`src/rtl/gate_bist_pkg.sv`:
```
// Shared types and constants for the gate-model BIST wrapper.
// Holds the LFSR/MISR tap tables and the sequencer states.
package gate_bist_pkg;

  localparam int CNT_W = 21;

  typedef enum logic [2:0] {
    IDLE,
    LOAD,
    RUN,
    DRAIN,
    DONE
  } state_e;

  // Maximal-length Fibonacci taps, bit t-1 set for tap t
  function automatic logic [31:0] tap(input int n);
    case (n)
      8:       tap = 32'h0000_00B8;
      9:       tap = 32'h0000_0110;
      10:      tap = 32'h0000_0240;
      11:      tap = 32'h0000_0500;
      12:      tap = 32'h0000_0829;
      13:      tap = 32'h0000_100D;
      14:      tap = 32'h0000_2015;
      15:      tap = 32'h0000_6000;
      16:      tap = 32'h0000_D008;
      17:      tap = 32'h0001_2000;
      18:      tap = 32'h0002_0400;
      19:      tap = 32'h0004_0023;
      20:      tap = 32'h0009_0000;
      21:      tap = 32'h0014_0000;
      22:      tap = 32'h0030_0000;
      23:      tap = 32'h0042_0000;
      24:      tap = 32'h00E1_0000;
      25:      tap = 32'h0120_0000;
      26:      tap = 32'h0200_0023;
      27:      tap = 32'h0400_0013;
      28:      tap = 32'h0900_0000;
      29:      tap = 32'h1400_0000;
      30:      tap = 32'h2000_0029;
      31:      tap = 32'h4800_0000;
      default: tap = 32'h8020_0003;
    endcase
  endfunction

  // MISR feedback reuses the maximal-length table
  function automatic logic [31:0] sig_poly(input int n);
    sig_poly = tap(n);
  endfunction

endpackage

```
`src/rtl/bist_misr.sv`:
```
// Multiple-input signature register with clear and enable.
// Folds an arbitrary-width response onto the signature width.
module bist_misr
  import gate_bist_pkg::*;
#(
  parameter int SIG_W = 16,
  parameter int N_OUT = 10
) (
  input  logic             clk,
  input  logic             rst_n,
  input  logic             clr_i,
  input  logic             en_i,
  input  logic [N_OUT-1:0] resp_i,
  output logic [SIG_W-1:0] sig_o
);

  localparam int NS = (N_OUT + SIG_W - 1) / SIG_W;
  localparam int XW = NS * SIG_W;
  localparam logic [SIG_W-1:0] POLY = SIG_W'(sig_poly(SIG_W));

  logic [SIG_W-1:0] misr_q;
  logic [SIG_W-1:0] misr_d;
  logic [XW-1:0]    resp_x;
  logic [SIG_W-1:0] fold_w [NS+1];

  assign resp_x    = XW'(resp_i);
  assign fold_w[0] = '0;

  for (genvar s = 0; s < NS; s++) begin : g_fold
    assign fold_w[s+1] = fold_w[s] ^ resp_x[s*SIG_W +: SIG_W];
  end

  // Next signature: clear wins, else shift-with-feedback plus folded response
  always_comb begin
    misr_d = misr_q;
    if (clr_i) begin
      misr_d = '0;
    end else if (en_i) begin
      misr_d = {misr_q[SIG_W-2:0], ^(misr_q & POLY)} ^ fold_w[NS];
    end
  end

  // Signature register
  always_ff @(posedge clk) begin
    if (!rst_n) misr_q <= '0;
    else        misr_q <= misr_d;
  end

  assign sig_o = misr_q;

endmodule

```
`src/rtl/gate_model_bist.sv`:
```
// LFSR-driven self-test wrapper for combinational gate models.
// Sequences LOAD/RUN/DRAIN/DONE and grades the MISR signature.
module gate_model_bist
  import gate_bist_pkg::*;
#(
  parameter int N_IN     = 18,
  parameter int N_OUT    = 10,
  parameter int SIG_W    = 16,
  parameter int N_PAT    = 1024,
  parameter int RESP_LAT = 0
) (
  input  logic             clk,
  input  logic             rst_n,
  input  logic             start_i,
  input  logic [N_IN-1:0]  seed_i,
  input  logic [SIG_W-1:0] expect_i,
  output logic [N_IN-1:0]  pat_o,
  input  logic [N_OUT-1:0] resp_i,
  output logic             busy_o,
  output logic             done_o,
  output logic             pass_o,
  output logic [SIG_W-1:0] sig_o,
  output logic [CNT_W-1:0] cnt_o
);

  localparam int LW = (RESP_LAT > 0) ? RESP_LAT : 1;
  localparam logic [N_IN-1:0]  TAP_M  = N_IN'(tap(N_IN));
  localparam logic [CNT_W-1:0] NPAT_C = CNT_W'(N_PAT);
  localparam logic [1:0]       DLAST  = 2'(RESP_LAT - 1);

  state_e           state_q, state_d;
  logic [N_IN-1:0]  lfsr_q, lfsr_d;
  logic [CNT_W-1:0] cnt_q, cnt_d;
  logic [LW-1:0]    vp_q, vp_d;
  logic [1:0]       dcnt_q, dcnt_d;
  logic             pass_q, pass_d;
  logic             busy_q, busy_d;
  logic             done_q, done_d;
  logic             run;
  logic             cap;
  logic             clr;

  assign run = (state_q == RUN);
  assign clr = (state_q == LOAD);
  assign cap = (RESP_LAT == 0) ? run : vp_q[LW-1];

  // Sequencer, pattern source, counters and valid pipe
  always_comb begin
    state_d = state_q;
    lfsr_d  = lfsr_q;
    cnt_d   = cnt_q;
    dcnt_d  = dcnt_q;
    pass_d  = pass_q;
    vp_d    = LW'({vp_q, run});
    unique case (state_q)
      IDLE: begin
        if (start_i) state_d = LOAD;
      end
      LOAD: begin
        lfsr_d  = (seed_i == '0) ? N_IN'(1) : seed_i;
        cnt_d   = '0;
        dcnt_d  = '0;
        vp_d    = '0;
        pass_d  = 1'b0;
        state_d = RUN;
      end
      RUN: begin
        lfsr_d = {lfsr_q[N_IN-2:0], ^(lfsr_q & TAP_M)};
        cnt_d  = cnt_q + CNT_W'(1);
        if (cnt_d == NPAT_C) begin
          state_d = (RESP_LAT == 0) ? DONE : DRAIN;
        end
      end
      DRAIN: begin
        dcnt_d = dcnt_q + 2'd1;
        if (dcnt_q == DLAST) state_d = DONE;
      end
      DONE: begin
        pass_d  = (sig_o == expect_i);
        state_d = IDLE;
      end
      default: state_d = IDLE;
    endcase
    busy_d = (state_d != IDLE);
    done_d = (state_d == DONE);
  end

  // State and registered outputs
  always_ff @(posedge clk) begin
    if (!rst_n) begin
      state_q <= IDLE;
      lfsr_q  <= '0;
      cnt_q   <= '0;
      dcnt_q  <= '0;
      vp_q    <= '0;
      pass_q  <= 1'b0;
      busy_q  <= 1'b0;
      done_q  <= 1'b0;
    end else begin
      state_q <= state_d;
      lfsr_q  <= lfsr_d;
      cnt_q   <= cnt_d;
      dcnt_q  <= dcnt_d;
      vp_q    <= vp_d;
      pass_q  <= pass_d;
      busy_q  <= busy_d;
      done_q  <= done_d;
    end
  end

  bist_misr #(
    .SIG_W (SIG_W),
    .N_OUT (N_OUT)
  ) u_misr (
    .clk    (clk),
    .rst_n  (rst_n),
    .clr_i  (clr),
    .en_i   (cap),
    .resp_i (resp_i),
    .sig_o  (sig_o)
  );

  assign pat_o  = lfsr_q;
  assign cnt_o  = cnt_q;
  assign busy_o = busy_q;
  assign done_o = done_q;
  assign pass_o = pass_q;

endmodule
```
`config.mk`:
```
export PLATFORM = sky130hd
export DESIGN_NAME = gate_model_bist
export DESIGN_NICKNAME = d
export VERILOG_FILES = /design/src/rtl/gate_bist_pkg.sv /design/src/rtl/bist_misr.sv /design/src/rtl/gate_model_bist.sv
export SDC_FILE = /design/constraint.sdc
export NUM_CORES = 1
export LEC_CHECK = 0
export ABC_CLOCK_PERIOD_IN_PS = 2300
export CAP_MARGIN = 5
export CORE_ASPECT_RATIO = 1.2
export CORE_MARGIN = 2
export CORE_UTILIZATION = 49
export CTS_BUF_LIST = sky130_fd_sc_hd__clkbuf_8
export DETAILED_ROUTE_END_ITERATION = 8
export GPL_ROUTABILITY_DRIVEN = 0
export MAX_ROUTING_LAYER = met4
export PLACE_DENSITY = 0.83
export REMOVE_ABC_BUFFERS = 1
export SLEW_MARGIN = 10
export SYNTH_ARGS = -nofsm -noshare
export SYNTH_HDL_FRONTEND = slang
export SYNTH_SLANG_ARGS = --single-unit
```
`constraint.sdc`:
```
create_clock -name clk -period 2.3 [get_ports clk]
set_input_delay 0.46 -clock clk [delete_from_list [all_inputs] [get_ports clk]]
set_output_delay 0.46 -clock clk [all_outputs]
set_load 0.02 [all_outputs]
```
==> results_dict.tcl, run 1 <==
set metrics [dict create \
    status "finished clean" \
    ios 105 \
    worstMarginPinSlew_ns 0.742 \
    reg2reg_to "state_q[2]$_SDFF_PN0_" \
    p_per_area_mw_per_mm2 557 \
    cts_sinks 63 \
    slew_violations 0 \
    die_area_mm2 0.00790 \
    first_global_vias 3453 \
    fin_crit_sh_pct 93.5 \
    grt_pass1_wl_um 16200 \
    worst_slack_ns 0.151 \
    antenna_found_initial 0 \
    first_iter_violations 254 \
    design_area_mm2 0.00479 \
    r2r_slack_ns 0.15 \
    clk_latency_ns 0.34 \
    p_total_mw 2.66 \
    fmax_ghz 0.465 \
    area_growth_pct 35.7 \
    crit_path_end_kind "flop" \
    synthArstFlopShare_pct 0 \
    hold_depth 2 \
    drt-total-wl_um 9920 \
    ant_nets 0 \
    nets 568 \
    cap_violations 0 \
    synth_area_mm2 0.00353 \
    placed_area_mm2 0.00458 \
    via_per_inst 5.98 \
    critPathArrivalTime_ns 2.43 \
    synth-seq-area-share_pct 35.8 \
    critPathMaxFanout 10 \
    hold_viol 0 \
    grt-ovfl-total 0 \
    yosys_warnings 0 \
    avgSynthCellArea_um2 8.32 \
    drtPass1Iterations 5 \
    hp-start "pat_o[3]$_SDFFE_PN0P_" \
    cts_tree "done" \
    ys_types 64 \
    crit_type "flop to flop" \
    rows 33 \
    vias 3646 \
    port_buffers 104 \
    skew_ns 0.00607 \
    die_h_um 96.9 \
    route.detailed.drc 0 \
    slew_headroom_pct 50.5 \
    setup_viol 0 \
    crit_required_ns 2.58 \
    crit-reg2reg-launch "cnt_o[5]$_SDFFE_PN0P_" \
    coreArea_mm2 0.00690 \
    reg2regPathDepth 6 \
    irDropWorstVdd_v 0.000444 \
    cts.clk_slew.worst_paths_ns 0.07 \
    post_cts.repair.setup_buffers 0 \
    dieWidth_um 81.5 \
    worstHoldEndpoint "pat_o[3]$_SDFFE_PN0P_" \
    min_path_type "flop to flop" \
    start_kind "flop" \
    start_util_pct 51.2 \
    grt_use_total_pct 26.4 \
    ys.flop_type "dfxtp_1" \
    cts_max_level 3 \
    synth_seq_cells 63 \
    grt_setup_unrepaired "false" \
    cts_buffer_depth 2 \
    grt_max_degree 58 \
    synth-edff-count 0 \
    place_inst 595 \
    dp_worst_setup_slack_ns 0.189 \
    root_buffer "clkbuf_8" \
    layout-drive-gt1-share_pct 8.60 \
    period_needed_ns 2.15 \
    avgRoutedWirePerCell_um 16.3 \
    antenna_cells 0 \
    synth_cells 424 \
    p_leak_nw 1.65 \
    fin_cells 610 \
    cts_buffers 9 \
    dp_hpwl_um 6960 \
]
-- how the worst max path moves through the flow --
stage                                startpoint                     end  depth (start not counted)
after floorplan           state_q[1]$_SDFF_PN0_   cnt_o[3]$_SDFFE_PN0P_                          5
after global placement                    rst_n  dcnt_q[0]$_SDFFE_PN0P_                          4
after detailed placement  cnt_o[6]$_SDFFE_PN0P_   state_q[2]$_SDFF_PN0_                          6
after CTS                 cnt_o[0]$_SDFFE_PN0P_   state_q[2]$_SDFF_PN0_                          7
after global routing      cnt_o[5]$_SDFFE_PN0P_   state_q[2]$_SDFF_PN0_                          6
final                     cnt_o[5]$_SDFFE_PN0P_   state_q[2]$_SDFF_PN0_                          6
-- timing repair --
| item | CTS | global route |
|---|---|---|
| resized for setup | 0 | 1 |
| hold buffers | 0 | 0 |
| endpoints found under the setup margin | 0 | 1 |
-- sequential cells by signal, indices dropped and copies added, names as in the netlist --
| register | count |
|---|---|
| busy_o | 1 |
| u_misr.sig_o | 16 |
| pat_o | 18 |
| pass_o | 1 |
| dcnt_q | 2 |
| done_o | 1 |
| state_q | 3 |
| cnt_o | 21 |
-- synth_stat cells, types with 2 or more instances --
cell	number	area share, %
nor4_1	11	2.0
buf_4	3	0.64
a211oi_1	13	2.8
nor3_1	12	1.7
o21ai_0	16	2.3
clkbuf_1	13	1.4
a311oi_1	3	0.75
a21oi_1	38	5.4
dfxtp_1	63	36
nor2_1	29	3.1
nor2b_1	8	1.4
and3_1	5	0.89
nand3_1	8	1.1
o211a_1	3	0.85
nand2_1	50	5.3
buf_6	6	1.9
mux2i_1	5	1.4
a22oi_1	17	3.6
or3_1	2	0.35
buf_1	3	0.32
nand4_1	19	3.4
buf_2	7	0.99
o21ai_1	4	0.57
a21boi_0	2	0.43
xor2_1	3	0.75
o31a_1	2	0.50
a31oi_1	4	0.71
clkbuf_8	3	1.2
ha_1	2	0.71
inv_1	2	0.21
a41oi_1	2	0.50
nor3b_1	2	0.43
xnor2_1	30	7.4
and2_1	4	0.71
-- cell usage in the layout (no fill, tap or decap), drive strengths merged, types with 3 or more instances in the layout --
cell type / n
nor2: 30
nand2: 51
clkdlybuf4s50: 104
nor3: 14
xor2: 3
o211a: 3
o21ai: 20
a31oi: 4
nor2b: 8
xnor2: 30
inv: 3
a211oi: 14
clkbuf: 11
nor4: 12
a22oi: 17
and3: 6
a21oi: 38
nand3: 10
nand4: 20
mux2i: 5
dfxtp: 63
buf: 16
and2: 4
a311oi: 3
or3: 3
-- cells by family after synthesis --
family	share of synthesized area (%)
adders and majority gates	0.709
AOI/OAI and AO/OA	20.6
and+or+nand+nor	26.5
DFF	35.8
muxes	1.42
xor gates and xnor gates	8.19
buffers and inverters	6.78
-- routing by layer --
layer | global-route usage [%] | share of wire (%) | vias to the layer above
met2 | 43.4 | 51 | 162
met5 | - | 0 | -
met1 | 31.0 | 41 | 1720
li1 | - | - | 1743
met3 | 3.73 | 5.6 | 21
met4 | 12.4 | 2.0 | 0
-- critical path, cell delays in order, from the launching register on --
cell and delay (ns):
dfxtp_1 0.53, and3_1 0.40, nand3_1 0.21, o31a_1 0.36
nor4_1 0.29, o2111ai_1 0.20, nand2_1 0.11
-- where the power goes --
group          switching (mW)  total (mW)  leakage (nW)  internal, mW
registers              0.0443        1.18         0.511          1.13
logic                   0.260       0.506          1.04         0.246
clock network           0.431       0.979         0.103         0.548
total                   0.735        2.66          1.65          1.93
-- cell type report --
class | count | area (um^2)
well taps | 87 | 109
clock buffers | 11 | 151
inverters | 2 | 7.51
flip-flops and latches | 63 | 1260
repair buffers | 120 | 1170
clock inverters | 4 | 46.3
multi-input cells | 323 | 2040
fillers | 547 | 2110
-- through the flow --
| step | setup TNS [ns] | hold slack (ns) | utilization (%) |
|---|---|---|---|
| finish | 0 | 0.474 | 69.4 |
| global route | 0 | 0.496 | 69.4 |
| CTS | 0 | 0.477 | 69.3 |
| detailed placement | 0 | 0.466 | 66.5 |
| global placement | 0 | 0.456 | 66.5 |
| floorplan | -108.95 | 0.445 | - |
Note: power is estimated with default switching activity, not from simulation.
==> run 2: changes to the inputs <==
--- a/config.mk
+++ b/config.mk
@@ -16,7 +16,7 @@
 export MAX_ROUTING_LAYER = met4
 export PLACE_DENSITY = 0.83
 export REMOVE_ABC_BUFFERS = 1
-export SLEW_MARGIN = 10
+export SLEW_MARGIN = 20
 export SYNTH_ARGS = -nofsm -noshare
 export SYNTH_HDL_FRONTEND = slang
 export SYNTH_SLANG_ARGS = --single-unit
==> results_dict.tcl, run 2 (same netlist as run 1, synthesis figures left out) <==
set metrics [dict create \
    worstHoldEndpoint "pat_o[3]$_SDFFE_PN0P_" \
    fin_crit_sh_pct 93.8 \
    drt-total-wl_um 10000 \
    hold_depth 2 \
    fin_cells 611 \
    start_util_pct 51.2 \
    post_cts.repair.setup_buffers 0 \
    cts_sinks 63 \
    route.detailed.drc 0 \
    port_buffers 104 \
    fmax_ghz 0.464 \
    antenna_found_initial 0 \
    grt_use_total_pct 26.4 \
    irDropWorstVdd_v 0.000428 \
    crit_type "flop to flop" \
    skew_ns 0.00684 \
    critPathArrivalTime_ns 2.44 \
    first_iter_violations 277 \
    crit_buf_inv 0 \
    dp_worst_setup_slack_ns 0.213 \
    cts_max_level 3 \
    worst_slack_ns 0.143 \
    hp-start "pat_o[3]$_SDFFE_PN0P_" \
    ctsHoldBuffers 0 \
    antenna_cells 0 \
    coreArea_mm2 0.00690 \
    crit_path_end_kind "flop" \
    cts_buffers 9 \
    crit_slowest_cell "o31a_1" \
    critPathMaxFanout 7 \
    vias 3650 \
    hold_viol 0 \
    slew_headroom_pct 51.5 \
    start_kind "flop" \
    cp.depth 7 \
    period_needed_ns 2.16 \
    ant_nets 0 \
    clk_latency_ns 0.34 \
    crit_family "simple AND/OR/NAND/NOR gates" \
    setup_viol 0 \
    layout_common_cells "clkdlybuf4s50_1, dfxtp_1, nand2_1" \
    crit_required_ns 2.58 \
    p_per_area_mw_per_mm2 577 \
    slew_violations 0 \
    path_cells "ha_1 > and3_1 > nand3_1 > o31a_1 > nor4_1 > o2111ai_1 > nand2_1" \
    die_h_um 96.9 \
    avgRoutedWirePerCell_um 16.4 \
    worstMarginPinSlew_ns 0.728 \
    grt_max_degree 58 \
    dieWidth_um 81.5 \
    largest_reg_flops 21 \
    layout-drive-gt1-share_pct 8.59 \
    dp_hpwl_um 6940 \
    nets 568 \
    cts.clk_slew.worst_paths_ns 0.07 \
    drtPass1Iterations 5 \
    cts_resized 0 \
    grt_pass1_wl_um 16100 \
    rows 33 \
    ios 105 \
    min_path_type "flop to flop" \
    p_leak_nw 1.67 \
    cts_buffer_depth 2 \
    cap_violations 0 \
    reg2reg_to "done_o$_SDFF_PN0_" \
    r2r_slack_ns 0.14 \
    layout_commonest_cell "clkdlybuf4s50_1" \
    crit-reg2reg-launch "cnt_o[0]$_SDFFE_PN0P_" \
    place_inst 595 \
    via_per_inst 5.97 \
    cts_tree "done" \
    critPathMaxStageDelay_ns 0.37 \
    status "finished clean" \
    area_growth_pct 36.4 \
    grt_setup_unrepaired "false" \
    die_area_mm2 0.00790 \
    first_global_vias 3414 \
    grt-ovfl-total 0 \
    root_buffer "clkbuf_8" \
    reg2regPathDepth 7 \
]
==> run 2: worst max path at each step <==
stage | start | to
finish | cnt_o[0]$_SDFFE_PN0P_ | done_o$_SDFF_PN0_
CTS | cnt_o[6]$_SDFFE_PN0P_ | state_q[2]$_SDFF_PN0_
global route | cnt_o[0]$_SDFFE_PN0P_ | state_q[2]$_SDFF_PN0_
floorplan | state_q[1]$_SDFF_PN0_ | cnt_o[3]$_SDFFE_PN0P_
global placement | rst_n | dcnt_q[0]$_SDFFE_PN0P_
detailed placement | expect_i[14] | pass_o$_SDFFE_PN0P_
==> run 2: worst reg2reg max path, cell delays in order (launching register included) <==
cell       delay [ns]
dfxtp_1          0.34
ha_1             0.30
and3_1           0.32
nand3_1          0.18
o31a_1           0.37
nor4_1           0.29
o2111ai_1        0.19
nand2_1          0.11
==> run 2: metrics by stage <==
stage          cell area [um^2]  utilization (%)  hold WS [ns]  power, mW  TNS [ns]
6_report                   4810             69.8         0.475       2.78         0
5_1_grt                    4810             69.8         0.500       2.88         0
4_1_cts                    4810             69.8         0.478       2.78         0
3_5_place_dp               4590             66.5         0.469       1.71         0
3_3_place_gp               4580             66.5         0.456       1.69         0
2_1_floorplan              3300                -         0.445       1.45   -108.95
==> run 2: power breakdown <==
| part | switching [mW] | internal, mW |
|---|---|---|
| Clock | 0.430 | 0.660 |
| Combinational | 0.261 | 0.246 |
| Sequential | 0.0451 | 1.13 |
==> run 2: final cells by class <==
| class | instances | area, um^2 |
|---|---|---|
| multi-input cells | 323 | 2040 |
| inverters | 2 | 7.51 |
| clock buffers | 11 | 151 |
| well taps | 87 | 109 |
| fillers | 539 | 2080 |
| flip-flops and latches | 63 | 1260 |
| clock inverters | 5 | 72.6 |
| repair buffers | 120 | 1170 |
==> run 2: routing by layer <==
| metal | global-route usage (%) | wire length (um) |
|---|---|---|
| met5 | - | 0 |
| met4 | 10.7 | 182 |
| met3 | 5.50 | 655 |
| met2 | 43.1 | 5190 |
| met1 | 31.1 | 4000 |
